[src/rtl/lif_neuron_array.sv]
// Array of N_CH leaky integrate-and-fire neurons with runtime threshold, leak and
// refractory configuration, a membrane readback mux and a wrapping spike counter.
module lif_neuron_array #(
  parameter int WIDTH       = 8,
  parameter int N_CH        = 4,
  parameter int REF_W       = 3,
  parameter int THRESH_INIT = 200,
  parameter int LEAK_INIT   = 1,
  parameter int REFRAC_INIT = 2,
  localparam int SEL_W      = (N_CH > 1) ? $clog2(N_CH) : 1
) (
  input  logic                  clk,
  input  logic                  rst_n,
  input  logic                  ena,
  input  logic [N_CH*WIDTH-1:0] current,
  input  logic                  cfg_we,
  input  logic [WIDTH-1:0]      cfg_threshold,
  input  logic [2:0]            cfg_leak_shift,
  input  logic [REF_W-1:0]      cfg_refrac,
  input  logic [SEL_W-1:0]      state_sel,
  output logic [N_CH-1:0]       spike_out,
  output logic [WIDTH-1:0]      state_out,
  output logic [15:0]           spike_total
);

  logic [WIDTH-1:0] threshold;
  logic [2:0]       leak_shift;
  logic [REF_W-1:0] refrac;

  logic [WIDTH-1:0] u_all [N_CH];
  logic [N_CH-1:0]  spike_next;
  logic [15:0]      spike_count;

  // Config registers only feed the neuron update on the edge after they are written.
  always_ff @(posedge clk) begin
    if (!rst_n) begin
      threshold  <= WIDTH'(THRESH_INIT);
      leak_shift <= 3'(LEAK_INIT);
      refrac     <= REF_W'(REFRAC_INIT);
    end else if (cfg_we) begin
      threshold  <= cfg_threshold;
      leak_shift <= cfg_leak_shift;
      refrac     <= cfg_refrac;
    end
  end

  for (genvar k = 0; k < N_CH; k++) begin : g_ch
    logic [WIDTH-1:0] u_q, u_d;
    logic [REF_W-1:0] r_q, r_d;
    logic             spike_d;
    logic [WIDTH-1:0] cur_k;
    logic [WIDTH-1:0] leaked;
    logic [WIDTH:0]   sum;
    logic [WIDTH-1:0] sat;
    logic             fire;

    assign cur_k  = current[k*WIDTH +: WIDTH];
    // Shifts of WIDTH or more clear u>>leak, which leaves leaked equal to u.
    assign leaked = (leak_shift == 3'd0) ? u_q : u_q - (u_q >> leak_shift);
    assign sum    = {1'b0, leaked} + {1'b0, cur_k};
    assign sat    = sum[WIDTH] ? '1 : sum[WIDTH-1:0];
    assign fire   = (sat >= threshold);

    always_comb begin
      u_d     = u_q;
      r_d     = r_q;
      spike_d = 1'b0;
      if (ena) begin
        if (r_q != '0) begin
          r_d = r_q - REF_W'(1);
          u_d = '0;
        end else if (fire) begin
          spike_d = 1'b1;
          u_d     = '0;
          r_d     = refrac;
        end else begin
          u_d = sat;
        end
      end
    end

    always_ff @(posedge clk) begin
      if (!rst_n) begin
        u_q <= '0;
        r_q <= '0;
      end else begin
        u_q <= u_d;
        r_q <= r_d;
      end
    end

    assign u_all[k]      = u_q;
    assign spike_next[k] = spike_d;
  end

  always_comb begin
    spike_count = '0;
    for (int k = 0; k < N_CH; k++) begin
      spike_count = spike_count + 16'(spike_next[k]);
    end
  end

  // The counter adds the spikes being registered this edge, so it always matches spike_out.
  always_ff @(posedge clk) begin
    if (!rst_n) begin
      spike_out   <= '0;
      spike_total <= '0;
    end else begin
      spike_out   <= spike_next;
      spike_total <= spike_total + spike_count;
    end
  end

  always_comb begin
    state_out = '0;
    if (int'(state_sel) < N_CH) begin
      state_out = u_all[state_sel];
    end
  end

endmodule

[config.mk]
export PLATFORM = sky130hd
export DESIGN_NAME = lif_neuron_array
export DESIGN_NICKNAME = d
export VERILOG_FILES = /design/src/rtl/lif_neuron_array.sv
export SDC_FILE = /design/constraint.sdc
export NUM_CORES = 1
export LEC_CHECK = 0
export BUFFER_PORTS_ARGS = -buffer_cell sky130_fd_sc_hd__buf_4
export CORE_MARGIN = 2
export CORE_UTILIZATION = 50
export DETAILED_ROUTE_END_ITERATION = 16
export HOLD_SLACK_MARGIN = 0.08
export PLACE_DENSITY = 0.7
export SETUP_SLACK_MARGIN = 0.5
export SYNTH_ARGS = -nofsm -noshare
export SYNTH_HDL_FRONTEND = slang
export SYNTH_SLANG_ARGS = --single-unit
[constraint.sdc]
create_clock -name clk -period 6.4 [get_ports clk]
set_clock_uncertainty 0.1 [all_clocks]
set_input_delay 0.96 -clock clk [delete_from_list [all_inputs] [get_ports clk]]
set_output_delay 0.96 -clock clk [all_outputs]
set_load 0.02 [all_outputs]
==> reports/metrics.csv <==
metric,value,unit
worst-endpoint-required,6.54,ns
die_area,17700,sq um
netlist_instances,1037,
timing.hold.worst.class,reg2reg,
setup_repair_after_global_routing_missed_its_margin,yes,
internal_power,0.00323,W
clock-root-buffer,sky130_fd_sc_hd__clkbuf_16,
postSynth.asyncResetShare,0,
layout_min_cycle_time,6.67,ns
number_of_search_and_repair_iterations_in_the_first_detailed_routing_pass,5,
pwr-share-clk,0.087,
global_route_wire_length_before_repair,40.7,mm
global_route_congestion_overflow_total,0,
remaining_drc_errors,0,
switching_power_summed_over_all_nets,0.00284,W
seqPwrFrac,0.105,
critPathLaunchType,flip-flop,
drtAntennaViolNets,0,
path_max_fanout,7,
p_comb_frac,0.808,
cts_max_level,3,
hold_buffers,0,
power_density,539,nW/um^2
die_h,133,microns
gpl_wtd_cong,0.886,
power.static_leakage,4.95,nW
ant_cells,0,
area_growth,35.3,%
finish.net_count,1416,
endpoint_kind,flip-flop,
ys.flop_type,sky130_fd_sc_hd__dfxtp_1,
port_buffer_cells,79,
worst_pin_slew,0.674,ns
synth.ff_latch_count,78,
mux_contribution_to_synthesized_area,0.0844,
fp-row-count,47,
floorplan.io_pins,80,
drt_first_iter_violations,537,
synth_edf_count,0,
number_of_endpoints_with_negative_hold_slack_in_the_final_report,0,
violations,setup timing,
design_power_total,0.00607,W
core,16400,sq um
seq_area_frac_synth,0.188,
clockBufferDepth,2,
mappedNetlistArea,8310,sq um
swShare,0.467,
fmaxAchievable,150,MHz
worst_path_largest_cell_delay,0.51,ns
use_met2,0.472,
post_synth.cell_area_avg,8.02,sq um
cts.clk_slew.worst_paths,0.06,ns
xor_xnor_share_of_the_synthesized_area,0.0390,
cp_data_arrival_time,6.82,ns
grt_antenna_before_repair,0,
number_of_nets_produced_by_synthesis,1201,
grt_start_max_net_pins,54,
post-dp-hpwl,18.9,mm
initial_core_util,0.507,
synthSimpleGateAreaFrac,0.223,
critical_path.most_common_cell,sky130_fd_sc_hd__fa_2,
grt_use_met3,0.0471,
worst_skew_pair.late_latency,0.35,ns
cts_tree,yes,
die-width,133,microns
most_utilized_layer_in_the_global_route_result,met2,
clock-sinks,78,
final_min_period_over_clock_period,1.04,
detail_route.wl_per_cell,17.4,microns
dominant_combinational_cell_family_by_area_after_synthesis,compound AO/OA/AOI/OAI gates,
relSlewSlack,0.549,
run_status,finished with violations,
layout-drive-gt1-share,0.328,
post-route-worst-setup-slack,-0.274,ns
synth_compound_gate_area_share,0.244,
critPathSlowestCell,sky130_fd_sc_hd__fa_1,
synth_cell_types,71,
via_count,8611,
grt_pass1_vias,8357,
grt_util_all_layers,0.284,
wirelength,25.7,mm
synth-adder-area-share,0.178,
max_cap_violations,0,
power.ir.vdd_worst,0.000238,V
final-setup-viol-count,14,
globalRouteMet1Util,0.372,
place_worst_setup_slack,-0.315,ns
timing.final.max_slew_violations,0,
worst-setup-path-type,reg2reg,
vias_per_cell,5.83,
cts_inserted_buffers,9,
synth-warning-count,0,
## Yosys cell counts, drive strengths merged, types with 8 or more instances
| library cell | n | share of area |
|---|---|---|
| nand2b | 24 | 0.018 |
| nand3 | 32 | 0.019 |
| nor2b | 35 | 0.026 |
| nor2 | 62 | 0.028 |
| a211oi | 43 | 0.040 |
| fa | 11 | 0.026 |
| dfxtp | 78 | 0.19 |
| mux4 | 8 | 0.022 |
| mux2 | 17 | 0.023 |
| a21oi | 67 | 0.041 |
| nor4 | 8 | 0.0060 |
| o211ai | 13 | 0.012 |
| xnor2 | 30 | 0.032 |
| buf | 14 | 0.0071 |
| nor3 | 24 | 0.015 |
| o21ai | 77 | 0.047 |
| clkbuf | 32 | 0.014 |
| inv | 48 | 0.022 |
| or2 | 10 | 0.0075 |
| mux2i | 33 | 0.040 |
| and3 | 9 | 0.0068 |
| nand2 | 86 | 0.039 |
| a22o | 16 | 0.017 |
| a21o | 23 | 0.021 |
| or3 | 14 | 0.012 |
| ha | 101 | 0.15 |
| and2 | 15 | 0.011 |
## per-stage QoR
step	TNS, ns	area (sq um)	utilization	instances	hold WS [ns]
after global routing	-6.53	11300	0.686	1477	0.384
final	-2.68	11300	0.686	1477	0.368
after floorplan	0	8490	-	1037	0.335
after global placement	-1.66	10200	0.624	1435	0.351
after CTS	-1.63	10800	0.661	1465	0.370
after detailed placement	-3.01	10200	0.624	1435	0.357
## flip-flops by register name (all words and copies together), names as in the netlist
name / flops
leak_shift: 3
g_ch.u_q: 32
refrac: 3
threshold: 8
spike_total: 16
g_ch.r_q: 12
spike_out: 4
## final cells by class
class	instances	area (sq um)
well taps	220	275
multi-input cells	864	7000
clock inverters	6	68.8
clock buffers	10	239
fillers	1323	5150
flip-flops and latches	78	1570
repair buffers	250	1920
inverters	49	184
## metal layers
metal	wire length [microns]	part of all wire
met3	1580	0.061
met5	0	0
met1	11400	0.44
met4	688	0.027
met2	12100	0.47
## power by group through the flow
stage	Clock [W]	Sequential, W	Combinational, W
CTS	0.000536	0.000633	0.00449
detailed placement	0	0.000642	0.00418
finish	0.000530	0.000636	0.00490
global placement	0	0.000640	0.00411
floorplan	0	0.000658	0.00280
global route	0.000555	0.000644	0.00537
## what timing repair did
item | 4_1_cts | 5_1_grt
endpoints found under the setup margin | 16 | 36
resized for setup | 45 | 67
setup buffers | 14 | 12
pin swaps | 19 | 36
## worst max-delay path: cells and delay by family (launching register included)
kind                     cells  cell delay (ns)
buffers and inverters        6             0.57
XOR/XNOR                     2             0.29
AND/OR/NAND/NOR             10             1.28
AO/OA/AOI/OAI               10             1.62
adder cells (fa/ha/maj)      7             2.30
flip-flops                   1             0.38
## cells by family after synthesis
| logic type | Yosys count |
|---|---|
| adder cells (fa/ha/maj) | 112 |
| flip-flops | 78 |
| buffers and inverters | 95 |
| multiplexers | 58 |
| AND/OR/NAND/NOR | 354 |
| XOR/XNOR | 37 |
| AO/OA/AOI/OAI | 303 |
## cell usage in the layout, fill, tap and decap left out, drive strengths merged, types with 5 or more instances in the layout
cell type / n
nor3: 24
xor2: 7
or3: 14
nor2b: 35
clkbuf: 10
nand3: 32
nand3b: 7
mux4: 8
fa: 11
o211ai: 13
nor4: 8
o21bai: 5
mux2: 17
dfxtp: 78
o21ai: 77
nor2: 62
a211oi: 43
or2: 10
nand2b: 24
o31ai: 7
mux2i: 33
and3: 9
buf: 250
a21boi: 6
a21o: 23
a21oi: 67
ha: 101
xnor2: 30
a22o: 16
and2: 15
inv: 49
o22ai: 7
nor4b: 6
nand2: 86
nand4b: 5
nor3b: 7
## path summary, 6_finish.rpt
kind	from	cells past startpoint	end	slack [ns]
min reg2reg	g_ch[1].r_q[1]	2	g_ch[1].r_q[1]	0.37
min	g_ch[1].r_q[1]	2	g_ch[1].r_q[1]	0.37
max	leak_shift[1]	35	spike_total[14]	-0.27
max reg2reg	leak_shift[1]	35	spike_total[14]	-0.27
Power figures use the tool's default switching activity.
